==> src/rtl/ysyx_23060332_ifu_pkg.sv <==
// Shared IFU definitions: reset PC, FSM state encodings, NOP and bus widths.
package ysyx_23060332_ifu_pkg;

    localparam int ADDR_W_DEF = 32;
    localparam int INST_W_DEF = 32;

    localparam logic [31:0] RESET_PC_DEF = 32'h8000_0000;
    localparam logic [31:0] INST_NOP     = 32'h0000_0013;

    localparam logic [1:0] IFU_IDLE = 2'd0;
    localparam logic [1:0] IFU_REQ  = 2'd1;
    localparam logic [1:0] IFU_WAIT = 2'd2;
    localparam logic [1:0] IFU_HOLD = 2'd3;

endpackage

==> src/rtl/ysyx_23060332_ifu_pc.sv <==
// IFU program counter: reset load, redirect or +4 step, word alignment.
module ysyx_23060332_ifu_pc #(
    parameter int              ADDR_W   = 32,
    parameter logic [ADDR_W-1:0] RESET_PC = '0
) (
    input  logic              clk,
    input  logic              rst,
    input  logic              jump_load,
    input  logic [ADDR_W-1:0] jump_addr,
    input  logic              inc,
    output logic [ADDR_W-1:0] pc
);

    localparam logic [ADDR_W-1:0] ALIGN_MASK = ~ADDR_W'(3);

    logic [ADDR_W-1:0] pc_next;

    always_comb begin
        pc_next = pc;
        if (jump_load) begin
            pc_next = jump_addr & ALIGN_MASK;
        end else if (inc) begin
            pc_next = pc + ADDR_W'(4);
        end
    end

    always_ff @(posedge clk) begin
        if (rst) begin
            pc <= RESET_PC & ALIGN_MASK;
        end else begin
            pc <= pc_next;
        end
    end

endmodule

==> src/rtl/ysyx_23060332_ifu.sv <==
// Instruction fetch unit: request/response fetch FSM, decode handoff buffer.
// Define YSYX_23060332_IFU_PERF_EN to add fetch/stall/flush counters.
module ysyx_23060332_ifu
    import ysyx_23060332_ifu_pkg::*;
#(
    parameter int                ADDR_W   = ADDR_W_DEF,
    parameter int                INST_W   = INST_W_DEF,
    parameter logic [ADDR_W-1:0] RESET_PC = ADDR_W'(RESET_PC_DEF)
) (
    input  logic              clk,
    input  logic              rst,
    output logic              imem_req_valid,
    input  logic              imem_req_ready,
    output logic [ADDR_W-1:0] imem_req_addr,
    input  logic              imem_rsp_valid,
    input  logic [INST_W-1:0] imem_rsp_data,
    output logic              inst_valid,
    input  logic              inst_ready,
    output logic [INST_W-1:0] inst_o,
    output logic [ADDR_W-1:0] inst_addr,
    input  logic              jump_en,
    input  logic [ADDR_W-1:0] jump_addr
`ifdef YSYX_23060332_IFU_PERF_EN
    ,
    output logic [63:0]       perf_fetch_cnt,
    output logic [63:0]       perf_stall_cnt,
    output logic [63:0]       perf_flush_cnt
`endif
);

    logic [1:0]        state;
    logic [1:0]        state_n;
    logic              drop;
    logic              drop_n;
    logic              pc_jump;
    logic              pc_inc;
    logic              latch;
    logic [ADDR_W-1:0] pc;

    ysyx_23060332_ifu_pc #(
        .ADDR_W   (ADDR_W),
        .RESET_PC (RESET_PC)
    ) u_pc (
        .clk       (clk),
        .rst       (rst),
        .jump_load (pc_jump),
        .jump_addr (jump_addr),
        .inc       (pc_inc),
        .pc        (pc)
    );

    assign imem_req_valid = (state == IFU_REQ);
    assign imem_req_addr  = pc;
    assign inst_valid     = (state == IFU_HOLD);

    always_comb begin
        state_n = state;
        drop_n  = drop;
        pc_jump = 1'b0;
        pc_inc  = 1'b0;
        latch   = 1'b0;
        case (state)
            IFU_IDLE: state_n = IFU_REQ;
            IFU_REQ: begin
                pc_jump = jump_en;
                if (imem_req_ready) begin
                    state_n = IFU_WAIT;
                    drop_n  = jump_en;
                end
            end
            IFU_WAIT: begin
                pc_jump = jump_en;
                if (imem_rsp_valid) begin
                    // A redirect in the response cycle kills that response too
                    if (drop || jump_en) begin
                        drop_n  = 1'b0;
                        state_n = IFU_REQ;
                    end else begin
                        latch   = 1'b1;
                        state_n = IFU_HOLD;
                    end
                end else if (jump_en) begin
                    drop_n = 1'b1;
                end
            end
            IFU_HOLD: begin
                if (inst_ready) begin
                    pc_jump = jump_en;
                    pc_inc  = !jump_en;
                    state_n = IFU_REQ;
                end else if (jump_en) begin
                    pc_jump = 1'b1;
                    state_n = IFU_REQ;
                end
            end
            default: state_n = IFU_IDLE;
        endcase
    end

    always_ff @(posedge clk) begin
        if (rst) begin
            state     <= IFU_IDLE;
            drop      <= 1'b0;
            inst_o    <= '0;
            inst_addr <= '0;
        end else begin
            state <= state_n;
            drop  <= drop_n;
            if (latch) begin
                inst_o    <= imem_rsp_data;
                inst_addr <= pc;
            end
        end
    end

`ifdef YSYX_23060332_IFU_PERF_EN
    logic fetch_ev;
    logic stall_ev;
    logic flush_ev;

    assign fetch_ev = (state == IFU_HOLD) && inst_ready;
    assign stall_ev = (state == IFU_REQ) || (state == IFU_WAIT);
    assign flush_ev = ((state == IFU_WAIT) && imem_rsp_valid && (drop || jump_en))
                    || ((state == IFU_HOLD) && !inst_ready && jump_en);

    always_ff @(posedge clk) begin
        if (rst) begin
            perf_fetch_cnt <= '0;
            perf_stall_cnt <= '0;
            perf_flush_cnt <= '0;
        end else begin
            if (fetch_ev) perf_fetch_cnt <= perf_fetch_cnt + 64'd1;
            if (stall_ev) perf_stall_cnt <= perf_stall_cnt + 64'd1;
            if (flush_ev) perf_flush_cnt <= perf_flush_cnt + 64'd1;
        end
    end
`endif

endmodule
==> config.mk <==
export PLATFORM = sky130hd
export DESIGN_NAME = ysyx_23060332_ifu
export DESIGN_NICKNAME = d
export VERILOG_FILES = /design/src/rtl/ysyx_23060332_ifu_pkg.sv /design/src/rtl/ysyx_23060332_ifu_pc.sv /design/src/rtl/ysyx_23060332_ifu.sv
export SDC_FILE = /design/constraint.sdc
export NUM_CORES = 1
export LEC_CHECK = 0
export ABC_AREA = 1
export CAP_MARGIN = 20
export CORE_MARGIN = 8
export CORE_UTILIZATION = 45
export CTS_CLUSTER_SIZE = 25
export DETAILED_ROUTE_END_ITERATION = 16
export PLACE_DENSITY = 0.77
export SLEW_MARGIN = 0
export SYNTH_ARGS = -nofsm -noshare
export SYNTH_HDL_FRONTEND = slang
export SYNTH_SLANG_ARGS = --single-unit
==> constraint.sdc <==
create_clock -name clk -period 2.3 [get_ports clk]
set_clock_uncertainty 0.1 [all_clocks]
set_input_delay 0.345 -clock clk [delete_from_list [all_inputs] [get_ports clk]]
set_output_delay 0.345 -clock clk [all_outputs]
set_load 0.01 [all_outputs]
## Word level (Yosys, flattened, before mapping)

Cells that the tools add are included.

- Register bits after elaboration: 99
- Input bits: 70
- Word-level logic and storage cells: 45

- Add/subtract/negate cells: 1
- Equal/unequal tests: 8
- Reductions and logical operators: 9
- Muxes and demuxes: 21

Operators with widths:

| operator | count |
|---|---|
| 32-bit two-way mux | 2 |
| 32-bit by 3-bit adder with 32-bit output, second input constant | 1 |
| 1-bit two-way mux | 11 |
| 2-bit two-way mux | 5 |
| 2-bit case mux with 4 select lines | 1 |
| 3-bit != test, second input constant | 2 |
| 2-bit equality test, second input constant | 2 |
| 1-bit case mux with 2 select lines | 2 |
| 4-bit AND reduction | 1 |
| 2-bit nonzero test | 2 |
| 2-bit OR reduction | 2 |
| 3-bit by 1-bit != test with 1-bit output, second input constant | 1 |
| 3-bit AND reduction | 1 |
| 2-bit by 1-bit equality test with 1-bit output, second input constant | 1 |
| 2-bit logical NOT | 1 |
| 2-bit by 1-bit != test with 1-bit output, second input constant | 1 |
| 2-bit != test, second input constant | 1 |
| 1-bit logical NOT | 1 |
| 1-bit logical OR | 1 |

## Logic depth before layout (Yosys ltp)

- Word-level depth: 5
- Gate-level depth with buffers: 11
- Depth with buffers taken out: 11

## Cells and area by module

A second synthesis with hierarchy kept.

- Cells, all modules: 646
- Area, all modules: 4618.2 um^2

Modules (own cells, without submodules):

| module | instances | seq. area each (um^2) | cells each | area an instance (um^2) |
|---|---|---|---|---|
| ysyx_23060332_ifu | 1 | 1341.3 | 327 | 2581.2 |
| ysyx_23060332_ifu_pc | 1 | 600.6 | 319 | 2037.0 |

## Worst setup path before layout

OpenSTA, ideal clock, no wires.

- Kind: flip-flop to flip-flop
- From: reg u_pc.pc[2]
- To: reg u_pc.pc[16]
- Cell stages (with the launch flop): 11
- Slack: 0.622 ns
- Clock period less this slack: 1.678 ns
- Setup time: 0.117 ns
- Arrival: 1.461 ns
- Path buffers: 0
- Required time: 2.083 ns
- Path through: dfxtp_1 ha_1 nand2_1 nor2_2 nand2_2 inv_1 nand2_1 nor2_2 nand2_1 o21bai_1 nor2_1

- Word-level cells in the longest chain between the ends: 3

RTL lines:

| item | line | RTL |
|---|---|---|
| start, declared | ysyx_23060332_ifu_pc.sv:11 | `output logic [ADDR_W-1:0] pc` |
| start signal, assigned | ysyx_23060332_ifu_pc.sv:29 | `pc <= RESET_PC & ALIGN_MASK;` |
| start signal, assigned | ysyx_23060332_ifu_pc.sv:31 | `pc <= pc_next;` |
| 32-bit by 3-bit adder with 32-bit output | ysyx_23060332_ifu_pc.sv:23 | `pc_next = pc + ADDR_W'(4);` |
| 32-bit two-way mux | ysyx_23060332_ifu_pc.sv:22 | `end else if (inc) begin` |
| 32-bit two-way mux | ysyx_23060332_ifu_pc.sv:20 | `if (jump_load) begin` |

No other way between the ends. The select of a mux whose other input is x is not followed.
A chain may end at the register's enable or synchronous reset.

## Worst setup path after layout

- From: reg state[0]
- To: out inst_valid

- Word-level cells in the longest chain between the ends: 1

RTL lines:

| item | line | RTL |
|---|---|---|
| start, declared | ysyx_23060332_ifu.sv:31 | `logic [1:0] state;` |
| start signal, assigned | ysyx_23060332_ifu.sv:107 | `state <= state_n;` |
| 2-bit equality test | ysyx_23060332_ifu.sv:54 | `assign inst_valid = (state == IFU_HOLD);` |
| end, declared | ysyx_23060332_ifu.sv:17 | `output logic inst_valid,` |

No other way between the ends.

==> results.toml <==
[floorplanning]
ioPinCount = 168
die_y_um = 118
die_area_um2 = 13900
core_area_um2 = 10200
rows = 37
die_w_um = 118
initial_core_util_pct = 45.8

[power]
peakVddDrop_mv = 0.280
p_per_area_nw_per_um2 = 649
p_leak_nw = 2.28

[setup_path]
cp_max_fo = 5
endpoint_kind = "output port"
cp_slowest_cell = "clkdlybuf4s50_1"
cp.arrival_ns = 1.64
r2r_start = "u_pc.pc[3]"
worstPathCellList = "ha_1 -> clkdlybuf4s50_1"
critPathKind = "flop to output port"
slowest_delay_ns = 0.59
startpoint = "state[0]"
required_ns = 1.86
cp-start-kind = "flop"

[detailed_routing]
first_pass_iters = 5
via_count = 5025
wirelength_um = 14900
first_iter_violations = 374
drc = 0
via_per_inst = 5.16
ant_nets = 0
wire_per_inst_um = 15.3

[cells_and_area]
final_util_pct = 64.4
multi_input_area_um2 = 2400
final_cell_mix = "nand2_1, clkdlybuf4s50_1, nand3_1, dfxtp_1, a21oi_1"
area_delta_synth_final_pct = 40.7
drive_gt1_share_pct = 5.38
n_fill_cell = 938
ff_latch_area_um2 = 1900
instances_no_fill = 974
stdcell_area_um2 = 6560
layout_commonest_cell = "nand2_1"
finalNetCount = 909

[timing]
rsz0062_at_grt = "no"
final.setup.tns_ns = 0
hold_viol_final = 0
slew_headroom_pct = 45.3
finalMaxSlewViolations = 0
clock.fmax_mhz = 480
whs_ns = 0.366
fin_crit_sh_pct = 90.6
worst_pin_slew_ns = 0.821
finalSetupViolCount = 0
min_period_ns = 2.08

[logic_synthesis]
synth_area_leaders = "dfxtp_1, nand2_1, nand3_1"
synth_top_area_cell = "dfxtp_1"
syn_inst = 689
synth.distinct_cells = 32
seq_area_frac_synth_pct = 40.8
synth_top_area_share_pct = 40.8
synthesis.area_um2 = 4660
synth-seq-cells = 95
avgSynthCellArea_um2 = 6.77
ys.warnings.count = 0

[global_routing]
grt_pass1_wl_um = 25000
grt_start_max_net_pins = 80
antenna_found_initial = 1
grt_usage_pct = 21.5
overflow = 0
grt_pass1_vias = 4967

[clocking]
path_clk_slew_ns = 0.09
cts_resized = 0
cts_tree = "yes"
cts_hold_buf = 0
clk_latency_ns = 0.36
cts_sinks = 95
htree_num_levels = 3
cts_made_buffers = 9
cts-root-buf = "clkbuf_8"
cts_buffer_depth = 2
cts_setup_buffers = 0

[place]
hpwl_um = 11000
numPortBuffers = 161
placedCellCount = 958
gp_congestion = 0.888
dpl_cell_area_um2 = 6360

[job]
cap_violations = 0

[min_path]
hold_start = "imem_rsp_valid"
hold_class = "primary input to flop"

[run_status]
status = "finished, final reports clean"
## worst max-delay path: cells and delay by family (launching register included)
family	cells	cell delay [ns]
fa+ha+maj	1	0.27
flops	1	0.42
buf+inv	1	0.59
## flip-flops by register name (all words and copies together), names as in the netlist
register   cells
drop           1
inst_addr     30
inst_o        32
state          2
u_pc.pc       30
## synthesized netlist by cell type
master	instances
clkbuf_1	23
ha_1	6
o21bai_1	3
buf_1	2
a211oi_1	3
inv_2	3
nor2_2	3
a21boi_0	2
nor3_1	12
nor3_2	2
dfxtp_1	95
a221oi_2	1
nand2_1	183
o31ai_1	1
nor2_8	1
nor2_4	3
buf_2	12
nand3b_1	1
o211ai_1	3
nand4_1	2
nand3_4	1
o21ai_1	2
buf_4	6
nand3_1	103
nand2_2	2
xor2_1	2
conb_1	1
a31oi_1	5
a21oi_1	81
inv_1	45
nor2_1	58
o21ai_0	22
## through the flow
step | worst slack [ns] | power [mW]
2_1_floorplan | 0.622 | 2.62
3_3_place_gp | 0.236 | 3.14
3_5_place_dp | 0.179 | 3.18
4_1_cts | 0.194 | 4.28
5_1_grt | 0.158 | 4.50
6_report | 0.215 | 4.26
## path summary, 6_finish.rpt
| path | to | slack (ns) | depth (start not counted) |
|---|---|---|---|
| setup reg to reg | u_pc.pc[18] | 0.38 | 10 |
| setup / recovery | inst_valid | 0.22 | 2 |
| hold reg to reg | inst_addr[12] | 0.37 | 2 |
| hold / removal | inst_o[2] | 0.37 | 3 |
## where the power goes
part	internal, mW	leakage, nW	switching, mW
sequential	1.77	0.770	0.183
combinational	0.544	1.41	0.651
clock	0.531	0.0920	0.578
## cells by family (layout without fill, tap and decap cells)
| logic type | after synthesis | in the layout | share of synthesized area [%] |
|---|---|---|---|
| adder cells (fa/ha/maj) | 6 | 6 | 1.61 |
| AND/OR/NAND/NOR | 371 | 371 | 34.8 |
| XOR/XNOR | 2 | 2 | 0.376 |
| AO/OA/AOI/OAI | 123 | 123 | 14.2 |
| buffers and inverters | 91 | 236 | 8.13 |
| other | 1 | 5 | 0.0804 |
| flip-flops | 95 | 95 | 40.8 |
## final cells by class
class | instances | share of cell area [%]
multi-input combinational | 506 | 36.7
sequential | 95 | 29.0
timing repair buffer | 173 | 26.0
inverter | 48 | 2.75
tap | 136 | 2.59
clock buffer | 11 | 2.16
clock inverter | 4 | 0.820
antenna | 1 | 0.0382
## layer usage
metal | global-route usage [%] | vias to the layer above | part of all wire, %
li1 | - | 2553 | -
met1 | 26.3 | 2260 | 43
met2 | 34.9 | 184 | 47
met3 | 5.37 | 28 | 7.5
met4 | 9.61 | 0 | 2.8
met5 | 0 | - | 0
No activity file was read; power rests on OpenSTA's default activity.
